### src/rtl/pwm_halfbridge_if.sv
// Control/status bundle between the register logic and one half-bridge PWM leg.
// The register side uses the master modport and the PWM core uses the slave modport.
interface pwm_halfbridge_if #(
    parameter int N    = 8,
    parameter int DT_W = 4,
    parameter int PS_W = 8
);
    logic            ena;
    logic [N-1:0]    period;
    logic [N-1:0]    duty;
    logic [DT_W-1:0] dead_time;
    logic [PS_W-1:0] prescale;
    logic            fault;
    logic            fault_clr;
    logic            out_hi;
    logic            out_lo;
    logic            period_start;
    logic            faulted;

    modport master (
        output ena,
        output period,
        output duty,
        output dead_time,
        output prescale,
        output fault,
        output fault_clr,
        input  out_hi,
        input  out_lo,
        input  period_start,
        input  faulted
    );

    modport slave (
        input  ena,
        input  period,
        input  duty,
        input  dead_time,
        input  prescale,
        input  fault,
        input  fault_clr,
        output out_hi,
        output out_lo,
        output period_start,
        output faulted
    );
endinterface

### src/rtl/pwm_halfbridge.sv
// Complementary high/low gate-drive PWM for one half-bridge leg with shadowed period/duty,
// prescaler and dead-time insertion. Define PWM_FAULT_EN to build the synchronized fault latch.
module pwm_halfbridge #(
    parameter int N    = 8,
    parameter int DT_W = 4,
    parameter int PS_W = 8
) (
    input  logic             clk,
    input  logic             rst,
    pwm_halfbridge_if.slave  bus
);

    typedef enum logic [2:0] {
        ST_IDLE     = 3'd0,
        ST_DT_TO_HI = 3'd1,
        ST_HI_ON    = 3'd2,
        ST_DT_TO_LO = 3'd3,
        ST_LO_ON    = 3'd4
    } state_t;

    localparam logic [N-1:0]    CNT_ZERO = {N{1'b0}};
    localparam logic [N-1:0]    CNT_ONE  = {{(N-1){1'b0}}, 1'b1};
    localparam logic [PS_W-1:0] PS_ZERO  = {PS_W{1'b0}};
    localparam logic [PS_W-1:0] PS_ONE   = {{(PS_W-1){1'b0}}, 1'b1};
    localparam logic [DT_W-1:0] DT_ZERO  = {DT_W{1'b0}};
    localparam logic [DT_W-1:0] DT_ONE   = {{(DT_W-1){1'b0}}, 1'b1};

    state_t          state_q, state_d;
    logic [DT_W-1:0] dt_cnt_q, dt_cnt_d;
    logic [PS_W-1:0] ps_cnt_q, ps_cnt_d;
    logic [N-1:0]    cnt_q, cnt_d;
    logic [N-1:0]    p_sh_q, p_sh_d;
    logic [N-1:0]    d_sh_q, d_sh_d;
    logic            run_q, run_d;
    logic            period_start_q, period_start_d;
    logic            out_hi_q, out_hi_d;
    logic            out_lo_q, out_lo_d;

    logic            halt_s;
    logic            tick_s;
    logic            wrap_s;
    logic            raw_s;
    logic            faulted_s;

`ifdef PWM_FAULT_EN
    logic fault_meta_q, fault_sync_q;
    logic faulted_q, faulted_d;

    // A synchronized fault always wins; the latch only clears once the fault is gone.
    always_comb begin
        faulted_d = faulted_q;
        if (fault_sync_q) begin
            faulted_d = 1'b1;
        end else if (bus.fault_clr) begin
            faulted_d = 1'b0;
        end else begin
            faulted_d = faulted_q;
        end
    end

    // Two-flop synchronizer for the asynchronous fault pin plus the fault latch.
    always_ff @(posedge clk or negedge rst) begin
        if (!rst) begin
            fault_meta_q <= 1'b0;
            fault_sync_q <= 1'b0;
            faulted_q    <= 1'b0;
        end else begin
            fault_meta_q <= bus.fault;
            fault_sync_q <= fault_meta_q;
            faulted_q    <= faulted_d;
        end
    end

    assign halt_s    = ~bus.ena | fault_sync_q | faulted_q;
    assign faulted_s = faulted_q;
`else
    logic unused_fault_inputs_s;

    assign unused_fault_inputs_s = bus.fault ^ bus.fault_clr;
    assign halt_s                = ~bus.ena;
    assign faulted_s             = 1'b0;
`endif

    // Greater-or-equal keeps the prescaler from running away if prescale is lowered mid-count.
    assign tick_s = (ps_cnt_q >= bus.prescale);
    assign wrap_s = tick_s & (cnt_q == p_sh_q);
    assign raw_s  = (cnt_q < d_sh_q);

    // Prescaler, period counter and shadow registers; a restart reloads shadows from cnt=0.
    always_comb begin
        ps_cnt_d       = ps_cnt_q;
        cnt_d          = cnt_q;
        p_sh_d         = p_sh_q;
        d_sh_d         = d_sh_q;
        period_start_d = 1'b0;
        run_d          = ~halt_s;
        if (halt_s) begin
            ps_cnt_d = PS_ZERO;
            cnt_d    = CNT_ZERO;
        end else if (!run_q) begin
            ps_cnt_d = PS_ZERO;
            cnt_d    = CNT_ZERO;
            p_sh_d   = bus.period;
            d_sh_d   = bus.duty;
        end else if (tick_s) begin
            ps_cnt_d = PS_ZERO;
            if (wrap_s) begin
                cnt_d          = CNT_ZERO;
                p_sh_d         = bus.period;
                d_sh_d         = bus.duty;
                period_start_d = 1'b1;
            end else begin
                cnt_d = cnt_q + CNT_ONE;
            end
        end else begin
            ps_cnt_d = ps_cnt_q + PS_ONE;
        end
    end

    // Dead-time FSM: every change of side passes through a both-off interval.
    always_comb begin
        state_d  = state_q;
        dt_cnt_d = dt_cnt_q;
        if (halt_s || !run_q) begin
            state_d  = ST_IDLE;
            dt_cnt_d = DT_ZERO;
        end else begin
            case (state_q)
                ST_IDLE: begin
                    dt_cnt_d = DT_ZERO;
                    if (raw_s) begin
                        state_d = ST_DT_TO_HI;
                    end else begin
                        state_d = ST_DT_TO_LO;
                    end
                end
                ST_DT_TO_HI: begin
                    if (!raw_s) begin
                        state_d  = ST_DT_TO_LO;
                        dt_cnt_d = DT_ZERO;
                    end else if (dt_cnt_q >= bus.dead_time) begin
                        state_d  = ST_HI_ON;
                        dt_cnt_d = DT_ZERO;
                    end else begin
                        state_d  = ST_DT_TO_HI;
                        dt_cnt_d = dt_cnt_q + DT_ONE;
                    end
                end
                ST_HI_ON: begin
                    if (!raw_s) begin
                        state_d  = ST_DT_TO_LO;
                        dt_cnt_d = DT_ZERO;
                    end else begin
                        state_d = ST_HI_ON;
                    end
                end
                ST_DT_TO_LO: begin
                    if (raw_s) begin
                        state_d  = ST_DT_TO_HI;
                        dt_cnt_d = DT_ZERO;
                    end else if (dt_cnt_q >= bus.dead_time) begin
                        state_d  = ST_LO_ON;
                        dt_cnt_d = DT_ZERO;
                    end else begin
                        state_d  = ST_DT_TO_LO;
                        dt_cnt_d = dt_cnt_q + DT_ONE;
                    end
                end
                ST_LO_ON: begin
                    if (raw_s) begin
                        state_d  = ST_DT_TO_HI;
                        dt_cnt_d = DT_ZERO;
                    end else begin
                        state_d = ST_LO_ON;
                    end
                end
                default: begin
                    state_d  = ST_IDLE;
                    dt_cnt_d = DT_ZERO;
                end
            endcase
        end
        out_hi_d = (state_d == ST_HI_ON);
        out_lo_d = (state_d == ST_LO_ON);
    end

    // State registers; reset forces both gate commands off immediately.
    always_ff @(posedge clk or negedge rst) begin
        if (!rst) begin
            state_q        <= ST_IDLE;
            dt_cnt_q       <= DT_ZERO;
            ps_cnt_q       <= PS_ZERO;
            cnt_q          <= CNT_ZERO;
            p_sh_q         <= CNT_ZERO;
            d_sh_q         <= CNT_ZERO;
            run_q          <= 1'b0;
            period_start_q <= 1'b0;
            out_hi_q       <= 1'b0;
            out_lo_q       <= 1'b0;
        end else begin
            state_q        <= state_d;
            dt_cnt_q       <= dt_cnt_d;
            ps_cnt_q       <= ps_cnt_d;
            cnt_q          <= cnt_d;
            p_sh_q         <= p_sh_d;
            d_sh_q         <= d_sh_d;
            run_q          <= run_d;
            period_start_q <= period_start_d;
            out_hi_q       <= out_hi_d;
            out_lo_q       <= out_lo_d;
        end
    end

    assign bus.out_hi       = out_hi_q;
    assign bus.out_lo       = out_lo_q;
    assign bus.period_start = period_start_q;
    assign bus.faulted      = faulted_s;

endmodule

### src/flat_wrapper.sv
// flat-port wrapper written by rule: the top's interface ports become plain ports
module pwm_halfbridge_flat 
#(
    parameter int N    = 8,
    parameter int DT_W = 4,
    parameter int PS_W = 8
)
  (clk, rst, bus_ena, bus_period, bus_duty, bus_dead_time, bus_prescale, bus_fault, bus_fault_clr, bus_out_hi, bus_out_lo, bus_period_start, bus_faulted);
  pwm_halfbridge_if #(.N(N), .DT_W(DT_W), .PS_W(PS_W)) bus_i ();
  input  logic clk;
  input  logic rst;
  input wire logic [$bits(bus_i.ena)-1:0] bus_ena;
  input wire logic [$bits(bus_i.period)-1:0] bus_period;
  input wire logic [$bits(bus_i.duty)-1:0] bus_duty;
  input wire logic [$bits(bus_i.dead_time)-1:0] bus_dead_time;
  input wire logic [$bits(bus_i.prescale)-1:0] bus_prescale;
  input wire logic [$bits(bus_i.fault)-1:0] bus_fault;
  input wire logic [$bits(bus_i.fault_clr)-1:0] bus_fault_clr;
  output wire logic [$bits(bus_i.out_hi)-1:0] bus_out_hi;
  output wire logic [$bits(bus_i.out_lo)-1:0] bus_out_lo;
  output wire logic [$bits(bus_i.period_start)-1:0] bus_period_start;
  output wire logic [$bits(bus_i.faulted)-1:0] bus_faulted;
  assign bus_i.ena = bus_ena;
  assign bus_i.period = bus_period;
  assign bus_i.duty = bus_duty;
  assign bus_i.dead_time = bus_dead_time;
  assign bus_i.prescale = bus_prescale;
  assign bus_i.fault = bus_fault;
  assign bus_i.fault_clr = bus_fault_clr;
  assign bus_out_hi = bus_i.out_hi;
  assign bus_out_lo = bus_i.out_lo;
  assign bus_period_start = bus_i.period_start;
  assign bus_faulted = bus_i.faulted;
  pwm_halfbridge #(.N(N), .DT_W(DT_W), .PS_W(PS_W)) u_core (.clk(clk), .rst(rst), .bus(bus_i));
endmodule
### config.mk
export PLATFORM = sky130hd
export DESIGN_NAME = pwm_halfbridge_flat
export DESIGN_NICKNAME = d
export VERILOG_FILES = /design/src/rtl/pwm_halfbridge_if.sv /design/src/rtl/pwm_halfbridge.sv /design/src/flat_wrapper.sv
export SDC_FILE = /design/constraint.sdc
export NUM_CORES = 1
export LEC_CHECK = 0
export ABC_AREA = 1
export CORE_MARGIN = 2
export CORE_UTILIZATION = 25
export CTS_BUF_LIST = sky130_fd_sc_hd__clkbuf_2
export DETAILED_ROUTE_END_ITERATION = 6
export PLACE_DENSITY_LB_ADDON = 0.25
export SLEW_MARGIN = 20
export SYNTH_ARGS = -nofsm -noshare
export SYNTH_HDL_FRONTEND = slang
export SYNTH_SLANG_ARGS = --single-unit
### constraint.sdc
create_clock -name clk -period 3.6 [get_ports clk]
set_clock_uncertainty 0.1 [all_clocks]
set_input_delay 0.36 -clock clk [delete_from_list [all_inputs] [get_ports clk]]
set_output_delay 0.36 -clock clk [all_outputs]
set_load 0.01 [all_outputs]
* After elaboration in Yosys (flattened, before gate mapping) *
Cells that the tools add are included.
W data, S select, Z words.

word-level totals
  word-level logic and storage cells = 68
  register bits = 43
  bits of input ports = 33

operators by class
  reduce and logical (&&, ||, !) cells = 5
  equal/unequal tests = 12
  $lt $le $gt $ge = 3
  multiplexer cells = 33
  bitwise operators = 2
  $add $sub $neg = 3

operators with widths
  operator               count
  $mux W8                13
  $mux W4                6
  $add A8 B1 Y8 const B  2
  $pmux W4 S4            1
  $mux W3                5
  $pmux W3 S5            1
  $eq A3 B2 Y1 const B   3
  $eq A8 B8 Y1           1
  $ge A8 B8 Y1           1
  $lt A8 B8 Y1           1
  $eq A3 B3 Y1 const B   2
  $ne A3 B3 Y1 const B   2
  $mux W1                5
  $add A4 B1 Y4 const B  1
  $ge A4 B4 Y1           1
  $mux W2                2
  $ne A2 B2 Y1 const B   2
  $eq A3 B1 Y1 const B   1
  $logic_not A3 Y1       1
  $ne A3 B1 Y1 const B   1
  $reduce_and A3 Y1      1
  $reduce_and A2 Y1      1
  $and A1 B1 Y1          1
  $logic_not A1 Y1       1
  other kinds (2)        2

* Longest topological paths before layout *
Gate-level depths: netlist of the first run.

  depth in word-level cells = 6
  gate-level depth with buffers = 13

* Worst setup path after synthesis of the first run *
No wires, ideal clock.

  kind = in2reg
  start = input bus_prescale[5]
  end = register u_core.cnt_q[7]
  slack = 1.818 ns
  data required time = 3.383 ns
  stages on the path = 9
  data arrival time = 1.564 ns
  cell sequence = inv_1 ha_1 a21oi_1 nor2_1 nor3_4 nand4_2 buf_2 nand3_1 nand2_1

on the way
  longest elaborated chain between the ends = 6
  elaborated cells between the ends (all ways) = 7
  classes of those cells = 1 x order compare; 1 x eq/ne; 4 x mux; 1 x bitwise

RTL lines
  element               line                   RTL
  from (decl)           flat_wrapper.sv:16     input wire logic [$bits(bus_i.prescale)-1:0] bus_prescale;
  $ge A8 B8 Y1 (*)      pwm_halfbridge.sv:85   assign tick_s = (ps_cnt_q >= bus.prescale);
  $and A1 B1 Y1         pwm_halfbridge.sv:86   assign wrap_s = tick_s & (cnt_q == p_sh_q);
  $mux W8               pwm_halfbridge.sv:107  if (wrap_s) begin
  $mux W8               pwm_halfbridge.sv:105  end else if (tick_s) begin
  $mux W8               pwm_halfbridge.sv:100  end else if (!run_q) begin
  $mux W8               pwm_halfbridge.sv:97   if (halt_s) begin
  to (signal assigned)  pwm_halfbridge.sv:204  cnt_q <= cnt_d;
  to (decl)             pwm_halfbridge.sv:31   logic [N-1:0] cnt_q, cnt_d;

Mark *: on every way between the ends. The rest lies on a longest branch, timed or not. The select of a mux whose other input is x is not followed.
A chain may end at the register's enable or synchronous reset.

* Worst setup path in the final report of the first run *
  start = register u_core.ps_cnt_q[5]
  end = register u_core.ps_cnt_q[2]

on the way
  longest elaborated chain between the ends = 4

RTL lines
  element                       line                   RTL
  from (decl)                   pwm_halfbridge.sv:30   logic [PS_W-1:0] ps_cnt_q, ps_cnt_d;
  from (signal assigned)        pwm_halfbridge.sv:203  ps_cnt_q <= ps_cnt_d;
  $ge A8 B8 Y1                  pwm_halfbridge.sv:85
  $mux W8                       pwm_halfbridge.sv:105
  $mux W8                       pwm_halfbridge.sv:100
  $mux W8                       pwm_halfbridge.sv:97
  named net u_core.ps_cnt_d[2]  pwm_halfbridge.sv:30

The timed path passes the listed nets, and every way through them passes these cells.

==> results of run 1 <==
-- critical path: cells and delay by family (launching register included) --
family                   cells  cell delay, ns
AO/OA/AOI/OAI                3            0.39
AND/OR/NAND/NOR              3            0.71
adder cells (fa/ha/maj)      1            0.31
buffers and inverters        1            0.27
flip-flops                   1            0.46
-- metal layers --
metal  GRT usage [%]  share of wire [%]
met5               0                  0
met4            2.50               0.85
met3            2.13                4.0
met2            15.8                 44
met1            14.2                 51
-- worst paths after layout --
| path | start | end |
|---|---|---|
| worst max-delay path | u_core.ps_cnt_q[5] | u_core.ps_cnt_q[2] |
| worst min-delay path | rst | u_core.ps_cnt_q[7] |
| worst max register to register | u_core.ps_cnt_q[5] | u_core.ps_cnt_q[2] |
| worst min register to register | u_core.d_sh_q[7] | u_core.d_sh_q[7] |
| max in group asynchronous | rst | u_core.cnt_q[6] |
| min in group clk | u_core.d_sh_q[7] | u_core.d_sh_q[7] |
-- cells in the mapped netlist, types with 4 or more instances --
| master | count | area (µm²) |
|---|---|---|
| dfrtp_1 | 43 | 1080 |
| o21ai_0 | 10 | 50.1 |
| nand4_1 | 9 | 56.3 |
| nand3_1 | 29 | 145 |
| a21oi_1 | 14 | 70.1 |
| xor2_1 | 8 | 70.1 |
| xnor2_1 | 8 | 70.1 |
| ha_1 | 22 | 275 |
| nor2_1 | 27 | 101 |
| o22ai_1 | 4 | 25.0 |
| inv_1 | 43 | 161 |
| nand2_1 | 88 | 330 |
-- registers in the layout (all words and copies together), names as in the netlist --
register,count
u_core.d_sh_q,8
u_core.state_q,3
u_core.dt_cnt_q,4
u_core.bus.period_start,1
u_core.cnt_q,8
u_core.ps_cnt_q,8
u_core.bus.out_lo,1
u_core.run_q,1
u_core.p_sh_q,8
u_core.bus.out_hi,1
-- stage by stage --
step                      total power, mW  setup WS, ns  util, %  cells  cell area, µm²
after CTS                           0.894          1.29     30.4    504            3130
after floorplan                     0.623          1.82        -    333            2630
after global routing                0.936          1.01     30.5    505            3140
after detailed placement            0.688         0.878     30.1    496            3090
final                               0.875          1.30     30.5    505            3140
after global placement              0.684         0.932     30.1    496            3090
-- power by group through the flow --
stage	Clock, mW	Combinational (mW)	Sequential (mW)
global placement	0	0.150	0.535
floorplan	0	0.0926	0.531
finish	0.198	0.150	0.526
detailed placement	0	0.153	0.535
global route	0.234	0.172	0.530
CTS	0.214	0.153	0.527
-- logic make-up after synthesis --
family | count (synthesis)
AOI/OAI and AO/OA | 32
xor gates and xnor gates | 16
adders and majority gates | 22
buffers and inverters | 53
DFF | 43
other | 1
and+or+nand+nor | 166
-- what timing repair did --
| item | 4_1_cts | 5_1_grt |
|---|---|---|
| resized for setup | 0 | 0 |
| setup buffers | 0 | 0 |
| hold buffers | 0 | 1 |
| endpoints found under the hold margin | 0 | 43 |
-- cell type report --
cell class                      instances  area, µm²  share of cell area (%)
Clock buffer                            6       30.0                   0.957
Clock inverter                          2       7.51                   0.239
Inverter                               46        173                    5.50
Multi-Input combinational cell        237       1340                    42.6
Sequential cell                        43       1080                    34.3
Tap cell                              136        170                    5.42
Timing Repair Buffer                   35        345                    11.0
==> out/qor.txt, run 1 <==
Cell Chain, Critical Path - ha_1 > a21oi_1 > nor2_1 > nor3_4 > nand4_2 > inv_2 > o21ai_0 > a21oi_1
Synth Cell Area - 0.00263 mm²
Actual slew at the worst max-slew pin - 0.573 ns
Final #Nets - 423
Most used cell along the critical path - a21oi_1
Io pins - 37
Antenna violations before repair - 0
Layout cell share with drive strength beyond 1 - 4.88%
Final min period - 2.30 ns
Antenna-violating nets left - 0
CTS tree - done
Clk buf depth - 2
Path depth of the worst reg2reg path - 8
Synthesis-to-finish area growth - 19.2%
Total wire length - 5.43 mm
FF+latch count, synth - 43
Reg2Reg Setup Slack - 1.30 ns
Slowest-stage cell, CP - dfrtp_1
CTS Buf Count - 5
Required @ worst endpoint - 3.84 ns
RSZ-0062 raised after global routing - no
Final GP Congestion - 0.740
Count of cell types in the netlist - 32
Startpoint types - flop
Residual DRC - 0
Crit path DAT - 2.53 ns
Max cap viols - 0
Worst min-delay path category - input port to async pin
Core area - 0.0103 mm²
Clock power frac - 22.7%
Post-synthesis mux area share - 0%
Vias/cell - 4.28
XOR/XNOR share of the synthesized area - 5.32%
Vias in the first global route - 2005
DRT iter0 DRCs - 48
Async S/R FF share, synth - 100%
WHS - 0.376 ns
Static Leak - 1.58 nW
Syn avg cell area - 7.91 µm²
Post-Syn Nets - 388
Row Count - 37
Slew Limit Fails - 0
Top FF cell, synth - dfrtp_1
Sequential Power Share - 60.2%
Adder-cell area share of the yosys netlist - 10.5%
Hold violation total from the final report - 0
Number of flops mapped to enable cells by yosys - 0
Clock root cell - clkbuf_2
CTS clk-pin slew, worst paths - 0.22 ns
Die area - 0.0114 mm²
Fill cells - 1114
Post-DP HPWL - 4.02 mm
Max Fanout on Critical Path - 17
Gr ovfl total - 0
Mapped Cells - 333
Seq/Total Area, Yosys - 40.9%
Starting Density - 25.6%
Final worst-path cycle share - 63.8%
WL per Instance - 10.8 µm
Part of the power in combinational logic - 17.2%
Ys Warns - 0
CP max stage delay - 0.46 ns
N_diodes - 0
Final setup TNS - 0 ns
Status - completed
Clock latency on the worst-skew pair - 0.39 ns
Setup crit end kind - flop
Die Y-Extent - 107 µm
Die width - 107 µm
Commonest non-fill, non-tap cell in the layout - nand2_1
Post-Synth Simple-Gate Area - 28.3%
FMAX - 0.436 GHz
Power per cell area - 279 mW/mm²
Pint - 625 µW
Commonest non-fill, non-tap cells in the layout - nand2_1 (88), inv_1 (43), dfrtp_1 (43)
CTS H-tree depth - 2
Total iterations of the first detailed-routing run - 5
Post-synthesis compound-gate area fraction - 6.56%
Worst slew margin - 61.8%
Vias post-DR - 2159
First-pass GRT wire length - 9.29 mm
Port Buffers - 33
GRT Util Overall - 10.1%
Largest net degree at the start of global routing - 44
Finish-stage setup viols - 0
P_sw - 250 µW
Critical path type - flop to flop
Sw Ratio - 28.5%
Main combinational cell family by area after synthesis - simple AND/OR/NAND/NOR gates
VDD IR-drop max - 0.000129 V
CTS sink cnt - 43
Power figures use the tool's default switching activity.
==> run 2, diff against run 1 <==
- clock period: 3.6 -> 2.1 ns (I/O delays scaled with it)
==> out/qor.txt, run 2 (synthesized netlist as in run 1, its figures left out) <==
Synthesis-to-finish area growth - 28.4% (was 19.2%)
Total wire length - 5.70 mm (was 5.43 mm)
Finish-stage setup viols - 0 (unchanged)
Gr ovfl total - 0 (unchanged)
CTS clk-pin slew, worst paths - 0.23 ns (was 0.22 ns)
Required @ worst endpoint - 2.31 ns (was 3.84 ns)
Total iterations of the first detailed-routing run - 4 (was 5)
Vias post-DR - 2257 (was 2159)
Hold depth - 3
Final #Nets - 444 (was 423)
CTS Buf Count - 5 (unchanged)
N_diodes - 0 (unchanged)
Path depth of the worst reg2reg path - 11 (was 8)
Finished Cell Area - 0.00338 mm² (was 0.00314 mm²)
Antenna-violating nets left - 0 (unchanged)
Worst min-delay path category - input port to flop (was input port to async pin)
Commonest non-fill, non-tap cell in the layout - nand2_1 (unchanged)
Die Y-Extent - 107 µm (unchanged)
Power Total - 1.66 mW (was 875 µW)
Max cap viols - 0 (unchanged)
Clock root cell - clkbuf_2 (unchanged)
Clk buf depth - 2 (unchanged)
Crit path DAT - 2.16 ns (was 2.53 ns)
Commonest non-fill, non-tap cells in the layout - nand2_1 (87), inv_1 (43), dfrtp_1 (43) (was nand2_1 (88), inv_1 (43), dfrtp_1 (43))
Die width - 107 µm (unchanged)
FF-to-FF End - u_core.p_sh_q[5] (was u_core.ps_cnt_q[2])
Worst slew margin - 62.5% (was 61.8%)
Slew Limit Fails - 0 (unchanged)
Port Buffers - 33 (unchanged)
Pre-CTS setup slack - -0.212 ns (was 0.878 ns)
DP Area - 0.00322 mm² (was 0.00309 mm²)
GRT Util Overall - 10.4% (was 10.1%)
CP max stage delay - 0.47 ns (was 0.46 ns)
Power per cell area - 491 mW/mm² (was 279 mW/mm²)
WHS - 0.229 ns (was 0.376 ns)
Status - completed (unchanged)
Cell Chain, Critical Path - ha_4 > a21oi_2 > nor2_2 > nor3_4 > buf_4 > nand3_2 > nand2_2 > nand2_4 > buf_12 > nand3_1 > nand2_1 (was ha_1 > a21oi_1 > nor2_1 > nor3_4 > nand4_2 > inv_2 > o21ai_0 > a21oi_1)
Slowest-stage cell, CP - dfrtp_1 (unchanged)
FMAX - 0.511 GHz (was 0.436 GHz)
WHS Endpoint - u_core.p_sh_q[6]
WL per Instance - 10.8 µm (about the same)
FF-to-FF Start - u_core.ps_cnt_q[5] (unchanged)
Vias/cell - 4.29 (was 4.28)
First-pass GRT wire length - 9.56 mm (was 9.29 mm)
Largest net degree at the start of global routing - 44 (unchanged)
Starting Density - 25.6% (unchanged)
Final worst setup slack - 0.145 ns (was 1.30 ns)
Actual slew at the worst max-slew pin - 0.562 ns (was 0.573 ns)
Setup crit end kind - flop (unchanged)
CTS sink cnt - 43 (unchanged)
Worst path bufs/invs - 2 (was 1)
Critical path type - flop to flop (unchanged)
Residual DRC - 0 (unchanged)
Io pins - 37 (unchanged)
Post-DP HPWL - 4.22 mm (was 4.02 mm)
VDD IR-drop max - 0.000288 V (was 0.000129 V)
Final setup TNS - 0 ns (unchanged)
Die area - 0.0114 mm² (unchanged)
Static Leak - 1.70 nW (was 1.58 nW)
Hold violation total from the final report - 0 (unchanged)
DRT iter0 DRCs - 77 (was 48)
HP Start - bus_period[6]
CTS tree - done (unchanged)
Fill cells - 1118 (was 1114)
Final GP Congestion - 0.783 (was 0.740)
Row Count - 37 (unchanged)
Final min period - 1.96 ns (was 2.30 ns)
Startpoint types - flop (unchanged)
Max Fanout on Critical Path - 21 (was 17)
Antenna violations before repair - 0 (unchanged)
Reg2Reg Setup Slack - 0.14 ns (was 1.30 ns)
Final worst-path cycle share - 93.1% (was 63.8%)
Layout cell share with drive strength beyond 1 - 12.1% (was 4.88%)
Vias in the first global route - 2151 (was 2005)
Clock latency on the worst-skew pair - 0.40 ns (was 0.39 ns)
CTS H-tree depth - 2 (unchanged)
Core area - 0.0103 mm² (unchanged)
CP delay by family, top - simple AND/OR/NAND/NOR gates (unchanged)
==> run 2: cell count changes in the layout (fill, tap and decap cells not counted), moves of 2 or more <==
cell,change
ha_4,+2
nor2_2,+3
nor2_1,-3
ha_1,-2
buf_4,+19
==> run 2: where the power goes <==
group          internal (mW)  switching, mW
Combinational          0.136          0.147
Sequential             0.872         0.0298
Clock                  0.196          0.281
Total                   1.20          0.458
==> run 2: repair_timing <==
| item | in CTS | in global routing |
|---|---|---|
| hold buffers | 1 | 0 |
| setup buffers | 0 | 5 |
| gates resized for setup | 0 | 9 |
| endpoints found under the setup margin | 0 | 33 |
| endpoints found under the hold margin | 43 | 0 |
==> run 2: final cells by class <==
| type | count | area, µm² | share of cell area, % |
|---|---|---|---|
| Clock buffer | 5 | 25.0 | 0.740 |
| Clock inverter | 3 | 38.8 | 1.15 |
| Inverter | 46 | 173 | 5.11 |
| Multi-Input combinational cell | 237 | 1390 | 41.0 |
| Sequential cell | 43 | 1080 | 31.8 |
| Tap cell | 136 | 170 | 5.03 |
| Timing Repair Buffer | 56 | 513 | 15.2 |
==> run 2: worst max-delay path by stage <==
| stage | start | endpoint | slack [ns] | cells past startpoint |
|---|---|---|---|---|
| global placement | bus_prescale[5] | u_core.ps_cnt_q[2] | -0.20 | 10 |
| detailed placement | bus_prescale[5] | u_core.ps_cnt_q[2] | -0.21 | 10 |
| global route | u_core.ps_cnt_q[6] | u_core.p_sh_q[5] | -0.00008 | 10 |
| CTS | u_core.ps_cnt_q[1] | u_core.ps_cnt_q[2] | 0.05 | 8 |
| finish | u_core.ps_cnt_q[5] | u_core.p_sh_q[5] | 0.14 | 11 |
| floorplan | u_core.ps_cnt_q[5] | u_core.cnt_q[7] | 0.33 | 8 |
==> run 2: worst reg2reg max path, delay by kind of cell, from the launching register on <==
kind            cells  cell delay [ns]
fa+ha+maj           1             0.23
flops               1             0.47
buf+inv             2             0.30
simple gates        7             0.63
compound gates      1             0.13
==> run 2: metal layers <==
layer	up-vias	routed length [µm]	global-route usage [%]
li1	1190	-	-
met1	1019	2860	14.2
met2	42	2540	16.8
met3	6	241	2.13
met4	0	64	2.88
met5	-	0	0
==> run 2: through the flow <==
stage,util (%),instances
finish,32.9,526
global route,32.9,526
CTS,32.1,521
detailed placement,31.3,512
global placement,31.3,512
floorplan,-,333
==> run 3, diff against run 2 <==
- PLACE_DENSITY_LB_ADDON: 0.25 -> 0.3
==> out/qor.txt, run 3 (synthesized netlist as in run 1, its figures left out) <==
CTS tree - done (unchanged)
FMAX - 0.520 GHz (was 0.511 GHz)
Max cap viols - 0 (unchanged)
Worst slew margin - 62.8% (was 62.5%)
Residual DRC - 0 (unchanged)
Most used cell along the critical path - nand2_1
Synthesis-to-finish area growth - 26.9% (was 28.4%)
Commonest non-fill, non-tap cell in the layout - nand2_1 (unchanged)
Finish-stage setup viols - 0 (unchanged)
Vias/cell - 4.30 (was 4.29)
Final min period - 1.92 ns (was 1.96 ns)
CTS sink cnt - 43 (unchanged)
Vias post-DR - 2271 (was 2257)
Final GP Congestion - 0.824 (was 0.783)
Layout cell share with drive strength beyond 1 - 11.5% (was 12.1%)
Total iterations of the first detailed-routing run - 4 (unchanged)
Max Fanout on Critical Path - 11 (was 21)
Static Leak - 1.70 nW (about the same)
Core area - 0.0103 mm² (unchanged)
Io pins - 37 (unchanged)
Crit path from - u_core.ps_cnt_q[7] (was u_core.ps_cnt_q[5])
CP max stage delay - 0.43 ns (was 0.47 ns)
Starting Density - 25.6% (unchanged)
WL per Instance - 10.8 µm (about the same)
Pre-CTS setup slack - -0.149 ns (was -0.212 ns)
Die area - 0.0114 mm² (unchanged)
Cell Chain, Critical Path - ha_1 > nand2_1 > nor2_2 > nand4_1 > nand3_2 > nand2_2 > nand2_4 > buf_4 > nand3_1 > nand2_1 (was ha_4 > a21oi_2 > nor2_2 > nor3_4 > buf_4 > nand3_2 > nand2_2 > nand2_4 > buf_12 > nand3_1 > nand2_1)
Port Buffers - 33 (unchanged)
HP Start - bus_duty[2] (was bus_period[6])
CTS Buf Count - 5 (unchanged)
Slew Limit Fails - 0 (unchanged)
DRT iter0 DRCs - 95 (was 77)
CP delay by family, top - simple AND/OR/NAND/NOR gates (unchanged)
Row Count - 37 (unchanged)
Critical path type - flop to flop (unchanged)
Fill cells - 1107 (was 1118)
Startpoint types - flop (unchanged)
Clock root cell - clkbuf_2 (unchanged)
CTS clk-pin slew, worst paths - 0.23 ns (about the same)
GRT Util Overall - 10.5% (was 10.4%)
First-pass GRT wire length - 9.58 mm (was 9.56 mm)
Largest net degree at the start of global routing - 44 (unchanged)
Antenna violations before repair - 0 (unchanged)
Clock latency on the worst-skew pair - 0.42 ns (was 0.40 ns)
FF-to-FF Start - u_core.ps_cnt_q[7] (was u_core.ps_cnt_q[5])
RSZ-0062 raised after global routing - no
Worst path bufs/invs - 1 (was 2)
Slowest-stage cell, CP - dfrtp_1 (unchanged)
Hold violation total from the final report - 0 (unchanged)
Clk buf depth - 2 (unchanged)
Status - completed (unchanged)
Worst min-delay path category - input port to flop (unchanged)
Antenna-violating nets left - 0 (unchanged)
Vias in the first global route - 2108 (was 2151)
Power per cell area - 497 mW/mm² (was 491 mW/mm²)
Final worst setup slack - 0.178 ns (was 0.145 ns)
Commonest non-fill, non-tap cells in the layout - nand2_1 (87), inv_1 (43), dfrtp_1 (42) (was nand2_1 (87), inv_1 (43), dfrtp_1 (43))
Required @ worst endpoint - 2.37 ns (was 2.31 ns)
Final worst-path cycle share - 91.5% (was 93.1%)
Setup crit end kind - flop (unchanged)
Post-DP HPWL - 4.27 mm (was 4.22 mm)
Die Y-Extent - 107 µm (unchanged)
Crit path DAT - 2.19 ns (was 2.16 ns)
Final #Nets - 446 (was 444)
Total wire length - 5.68 mm (was 5.70 mm)
Actual slew at the worst max-slew pin - 0.558 ns (was 0.562 ns)
Die width - 107 µm (unchanged)
Power Total - 1.66 mW (about the same)
CTS H-tree depth - 2 (unchanged)
VDD IR-drop max - 0.000223 V (was 0.000288 V)
Gr ovfl total - 0 (unchanged)
N_diodes - 0 (unchanged)
==> run 3: stage by stage <==
step | hold slack, ns | TNS [ns] | area (µm²) | util, % | std cells
floorplan | -0.186 | 0 | 2630 | - | 333
global placement | 0.221 | -2.43 | 3210 | 31.2 | 512
detailed placement | 0.233 | -3.00 | 3210 | 31.2 | 512
CTS | 0.185 | 0 | 3280 | 31.9 | 521
global route | 0.155 | 0 | 3340 | 32.5 | 528
finish | 0.204 | 0 | 3340 | 32.5 | 528
==> run 3: power by group <==
group / leakage (nW) / internal, mW / switching, mW
logic: 1.10 / 0.132 / 0.142
clock network: 0.0404 / 0.196 / 0.290
registers: 0.569 / 0.872 / 0.0287
total: 1.70 / 1.20 / 0.461
==> run 3: worst paths after layout <==
path	to	slack, ns	cells after the start
worst max-delay path	u_core.d_sh_q[4]	0.18	10
worst min-delay path	u_core.d_sh_q[2]	0.20	3
worst max register to register	u_core.d_sh_q[4]	0.18	10
worst min register to register	u_core.d_sh_q[6]	0.40	2
max in group asynchronous	u_core.cnt_q[3]	1.24	3
min in group asynchronous	u_core.ps_cnt_q[3]	0.26	3
==> run 3: area by class of cell <==
| type | count | area, µm² | area share (%) |
|---|---|---|---|
| clock buffer | 5 | 25.0 | 0.749 |
| timing repair buffer | 58 | 515 | 15.4 |
| inverter | 46 | 173 | 5.17 |
| clock inverter | 3 | 38.8 | 1.16 |
| sequential | 43 | 1080 | 32.2 |
| tap | 136 | 170 | 5.09 |
| multi-input combinational | 237 | 1340 | 40.2 |
==> run 3: layer usage <==
metal | global-route usage [%] | part of all wire (%)
met5 | 0 | 0
met1 | 14.4 | 51
met2 | 16.1 | 43
met3 | 2.43 | 4.2
met4 | 4.08 | 1.8
==> run 3: repair_timing <==
item / CTS / global route
resized for setup: 0 / 4
endpoints found under the hold margin: 43 / 0
setup endpoints to repair: 0 / 12
hold buffers: 1 / 0
setup buffers: 0 / 7
==> run 3: worst min-delay path: stages <==
cell and delay (ns):
clkdlybuf4s50_1 0.39, nand3_1 0.08, nand2_1 0.05
